## src/rtl/pipelined_adder.sv

```systemverilog
// Pipelined WIDTH-bit adder: STAGES ripple slices with registered inter-slice carries and a valid/ready handshake.
// Define OVF_FLAG_EN to add the registered signed-overflow output o_ovf.
module pipelined_adder #(
  parameter int WIDTH  = 16,
  parameter int STAGES = 4
) (
  input  logic             clk,
  input  logic             rst_n,
  input  logic [WIDTH-1:0] i_a,
  input  logic [WIDTH-1:0] i_b,
  input  logic             i_cin,
  input  logic             i_in_valid,
  output logic             o_in_ready,
  output logic [WIDTH-1:0] o_sum,
  output logic             o_cout,
  output logic             o_out_valid,
`ifdef OVF_FLAG_EN
  output logic             o_ovf,
`endif
  input  logic             i_out_ready
);

  localparam int SW = WIDTH / STAGES;

  logic w_adv;

  // The whole pipe advances together; it only stalls when a result is waiting and not taken.
  assign w_adv      = !o_out_valid || i_out_ready;
  assign o_in_ready = w_adv;

  genvar gi;
  generate
    for (gi = 0; gi < STAGES; gi++) begin : g_stage
      // Operand bits still to be added: this stage's slice plus all slices above it.
      logic [WIDTH-gi*SW-1:0] w_a_in;
      logic [WIDTH-gi*SW-1:0] w_b_in;
      logic                   w_vld_in;
      logic                   w_cin;
      logic [SW:0]            w_add;
      logic [(gi+1)*SW-1:0]   w_sum_next;

      logic                   r_vld;
      logic                   r_carry;
      logic [(gi+1)*SW-1:0]   r_sum;

      if (gi == 0) begin : g_src
        assign w_a_in     = i_a;
        assign w_b_in     = i_b;
        assign w_vld_in   = i_in_valid;
        assign w_cin      = i_cin;
        assign w_sum_next = w_add[SW-1:0];
      end else begin : g_src
        assign w_a_in     = g_stage[gi-1].g_hi.r_a;
        assign w_b_in     = g_stage[gi-1].g_hi.r_b;
        assign w_vld_in   = g_stage[gi-1].r_vld;
        assign w_cin      = g_stage[gi-1].r_carry;
        assign w_sum_next = {w_add[SW-1:0], g_stage[gi-1].r_sum};
      end

      assign w_add = {1'b0, w_a_in[SW-1:0]} + {1'b0, w_b_in[SW-1:0]} + {{SW{1'b0}}, w_cin};

      always_ff @(posedge clk or negedge rst_n) begin
        if (!rst_n) begin
          r_vld   <= 1'b0;
          r_carry <= 1'b0;
          r_sum   <= '0;
        end else if (w_adv) begin
          r_vld   <= w_vld_in;
          r_carry <= w_add[SW];
          r_sum   <= w_sum_next;
        end
      end

      // Skew registers: unprocessed upper operand slices, not needed after the last stage.
      if (gi < STAGES - 1) begin : g_hi
        logic [WIDTH-(gi+1)*SW-1:0] r_a;
        logic [WIDTH-(gi+1)*SW-1:0] r_b;

        always_ff @(posedge clk) begin
          if (w_adv) begin
            r_a <= w_a_in[WIDTH-gi*SW-1:SW];
            r_b <= w_b_in[WIDTH-gi*SW-1:SW];
          end
        end
      end

`ifdef OVF_FLAG_EN
      if (gi == STAGES - 1) begin : g_ovf
        logic w_ovf_next;
        logic r_ovf;

        // The top slice sees the operand MSBs, so overflow is resolved here alongside the sum MSB.
        assign w_ovf_next = (w_a_in[SW-1] == w_b_in[SW-1]) && (w_add[SW-1] != w_a_in[SW-1]);

        always_ff @(posedge clk or negedge rst_n) begin
          if (!rst_n) begin
            r_ovf <= 1'b0;
          end else if (w_adv) begin
            r_ovf <= w_ovf_next;
          end
        end

        assign o_ovf = r_ovf;
      end
`endif
    end
  endgenerate

  assign o_sum       = g_stage[STAGES-1].r_sum;
  assign o_cout      = g_stage[STAGES-1].r_carry;
  assign o_out_valid = g_stage[STAGES-1].r_vld;

endmodule
```

## config.mk

```make
export PLATFORM = sky130hd
export DESIGN_NAME = pipelined_adder
export DESIGN_NICKNAME = d
export VERILOG_FILES = /design/src/rtl/pipelined_adder.sv
export SDC_FILE = /design/constraint.sdc
export NUM_CORES = 1
export LEC_CHECK = 0
export CAP_MARGIN = 20
export CORE_ASPECT_RATIO = 1.1
export CORE_MARGIN = 2
export CORE_UTILIZATION = 45
export DETAILED_ROUTE_END_ITERATION = 6
export PLACE_DENSITY = 0.68
export SYNTH_ARGS = -nofsm -noshare
export SYNTH_HDL_FRONTEND = slang
export SYNTH_SLANG_ARGS = --single-unit
```

## constraint.sdc

```tcl
create_clock -name clk -period 4.3 [get_ports clk]
set_input_delay 0.86 -clock clk [delete_from_list [all_inputs] [get_ports clk]]
set_output_delay 0.86 -clock clk [all_outputs]
set_load 0.01 [all_outputs]
```

Word level (Yosys, flattened, before mapping)
Index checks and enable logic that the tools add are counted.
{"block": "totals", "register_bits": 96, "inputBits": 37, "out_inout_bits": 19, "elab_cells": 28}
{"block": "op_classes", "n_addsub": 8, "reduce_logical": 2}
{"operator": "$add A4 B4 Y5", "count": 4}
{"operator": "$add A5 B1 Y5", "count": 4}
{"operator": "$logic_not A1 Y1", "count": 1}
{"operator": "$logic_or A1 B1 Y1", "count": 1}

Longest topological paths before layout
{"block": "logic_depth", "word_depth": 2, "ltp_mapped": 6, "mapped_depth_nobuf": 6}

Worst setup path before layout
OpenSTA, ideal clock, no wires.
{"block": "synth_timing", "path_type": "input to output", "startpoint": "input port i_out_ready", "endpoint": "output port o_in_ready", "arrival_ps": 1674, "required_time_ps": 3440, "slack_ps": 1766, "stages": 3, "n_path_buf": 1, "path_cell_list": "nor2b_2 inv_2 buf_2"}
{"block": "synth_via", "elab_chain_len": 1}
{"item": "start: declaration", "line": "20", "text": "input logic i_out_ready"}
{"item": "$logic_or A1 B1 Y1", "line": "28", "text": "assign w_adv = !o_out_valid || i_out_ready;"}
{"item": "end: declaration", "line": "13", "text": "output logic o_in_ready,"}
No other way between the ends.

Worst setup path after layout
Ends and elaborated chain as after synthesis.

==> metrics.txt <==
Synth top area share 0.385; outcome completed; Highest Clock Rate approximately 350 MHz; Final min period roughly 2900 ps; filler cell count around 700; 1st-pass router iterations 4; Hold WC Path Type register to register; setup slack, reg-to-reg 2420 ps; Initial Util 0.469; largest net degree at the start of global routing 97; Final Hold Viols 0; Reg area between 2000 and 3000 µm²; actual slew at the worst max-slew pin slightly above 1000 ps; Worst EP arrival around 2000 ps; grt ovf 0; Crit Reg-Reg Endpoint g_stage[2].r_carry$_DFFE_PN0P_; # hold bufs at CTS 0; CP required 3440 ps; synthesized area between 3000 and 4000 µm²; Reg2Reg Depth 5; DR WL/cell between 10 and 15 µm; core area about 8000 µm²; Area contributors post-synth edfxtp_1, dfrtp_1, nand2_1; average size of a mapped cell between 10 and 15 µm²; Synth warnings 0; Num CTS Buffers 9; syn_nets 353; critical-path maximum fanout 2; I/O pin total 56; Synth Area in Compound Gates 0.0474; Antenna Cells 0; RSZ-0062 raised after global routing no; deepest clock path buffer count 2; Final HPWL DP approximately 3.4 mm; Synth Instances about 300; setup violators final 0; first-pass GRT wire length 9.40 mm; Nets 412; largest family of logic cells by synthesized area simple AND/OR/NAND/NOR gates; # placed instances between 400 and 500; worst skew pair latency approximately 350 ps; Post-CTS Resized 0; H-tree level count 3; CTS tree yes; area grow syn2layout 23.7%; Multi-input gate area roughly 1000 µm²; Finished Core Util 0.580; area post-placement about 4400 µm²; DRT Wirelength 5.36 mm; post-synthesis xor/xnor area fraction 0.00935; register area share after synthesis 0.705; die width approximately 90 µm; vias in the first global route between 2000 and 2500; Slew Limit Fails 0; Post-synth EDFFs 48; final cell count without fillers 468; root buffer cell clkbuf_8; die area between 9000 and 10000 µm²; simple-gate share of the synthesized area 0.126; RR Startpoint g_stage[1].r_carry$_DFFE_PN0P_; synthesized-area fraction occupied by adder cells 0.0828; CP Launch Type input pin; ys flop type edfxtp_1; 1st-iter DRT viols 109; maximum VDD drop roughly 0.32 mV; Port Buffer Count between 50 and 60; vias per inst approximately 4.5; number of library cell types mapped by synthesis 24; area leader, netlist edfxtp_1; Design Area, Final 4640 µm²; initial antenna violation count 0; Slew HR 0.309; power density cells about 640 nW/µm²; beginning of the critical path i_out_ready; share of layout cells above drive strength 1 0.0611; Worst Setup End Kind output port; setup TNS 0 ps; fin crit share 0.666; Reg clk slew, reported paths about 90 ps; crit path capture o_in_ready; Final ANT Viol Nets 0; MaxCap Viol Count 0; Leak Pwr slightly above 2 nW; synthesized flop and latch total between 90 and 100; post-CTS setup buffers 0; vias about 2100; ys async rst share 0.500; Overall Global Routing Usage 0.131; Clock Skew approximately 5.6 ps; multiplexer share of the synthesized area 0; kind of critical path input pin to output port; Placer Congestion about 0.72; row count 34; DRC Markers 0; CTS sink count 96; die height ~100 µm
cell usage in the layout (no fill, tap or decap), types with 4 or more instances in the layout:
cell type and count:
edfxtp_1 48, clkbuf_8 9, nor2_1 11, a21o_1 4
dfrtp_1 48, inv_1 14, nand2_1 101, fa_1 8
ha_1 12, o21ai_0 11, a21oi_1 12, clkdlybuf4s50_1 54
synth_stat cells (all sizes together) (2+ instances only):
| cell type | count |
|---|---|
| buf | 9 |
| a21o | 4 |
| ha | 12 |
| dfrtp | 48 |
| fa | 8 |
| o21ai | 13 |
| xor2 | 3 |
| a21oi | 12 |
| inv | 15 |
| o21a | 2 |
| nor2 | 11 |
| nor2b | 5 |
| edfxtp | 48 |
| nand2 | 101 |
cells by family after synthesis:
kind of cell | Yosys count
fa+ha+maj | 20
buf+inv | 25
compound gates | 32
flops | 96
simple gates | 119
xor+xnor | 4
critical path: stages:
cell and delay [ps]:
clkdlybuf4s50_1 500, nor2b_4 50, clkinv_2 40, clkdlybuf4s50_1 550
area by class of cell:
cell class,instances,area share
flip-flops and latches,96,0.570
repair buffers,58,0.127
clock inverters,5,0.0173
clock buffers,11,0.0286
multi-input cells,175,0.216
inverters,15,0.0124
well taps,108,0.0291
routing by layer:
layer	GRT usage	wire length, µm	part of all wire	up-vias
met4	0.0664	98	0.018	0
met1	0.163	2540	0.47	960
met2	0.215	2480	0.46	48
met3	0.0295	232	0.043	8
met5	0	0	0	-
li1	-	-	-	1090
state kept, by name (all words and copies together), names as in the netlist:
register          cells
g_stage.g_hi.r_a     24
g_stage.g_hi.r_b     24
g_stage.r_carry       3
g_stage.r_sum        24
g_stage.r_vld         3
o_cout                1
o_out_valid           1
o_sum                16
worst min-delay path by stage:
| stage | startpoint | to | slack (ps) | cells past startpoint |
|---|---|---|---|---|
| floorplan | g_stage[0].g_hi.r_a[4]$_DFFE_PP_ | g_stage[1].g_hi.r_a[0]$_DFFE_PP_ | 400 | 0 |
| global placement | g_stage[0].g_hi.r_b[11]$_DFFE_PP_ | g_stage[1].g_hi.r_b[7]$_DFFE_PP_ | 400 | 0 |
| detailed placement | g_stage[0].g_hi.r_b[9]$_DFFE_PP_ | g_stage[1].g_hi.r_b[5]$_DFFE_PP_ | 400 | 0 |
| CTS | g_stage[0].g_hi.r_b[10]$_DFFE_PP_ | g_stage[1].g_hi.r_b[6]$_DFFE_PP_ | 430 | 0 |
| global route | g_stage[0].g_hi.r_a[9]$_DFFE_PP_ | g_stage[1].g_hi.r_a[5]$_DFFE_PP_ | 430 | 0 |
| finish | g_stage[0].g_hi.r_b[10]$_DFFE_PP_ | g_stage[1].g_hi.r_b[6]$_DFFE_PP_ | 420 | 0 |
through the flow:
step / hold slack, ps / total power [mW] / worst slack [ps]
floorplan: 400 / 2.05 / 1770
global placement: 401 / 2.36 / 1400
detailed placement: 405 / 2.40 / 1400
CTS: 426 / 3.04 / 1400
global route: 431 / 3.23 / 1350
finish: 424 / 2.99 / 1440
power breakdown:
group          switching (mW)  leakage, nW  internal (mW)
Combinational           0.446        0.873          0.418
Sequential              0.156         1.06           1.35
Clock                   0.292        0.111          0.332
Note: power is estimated with default switching activity, not from simulation.
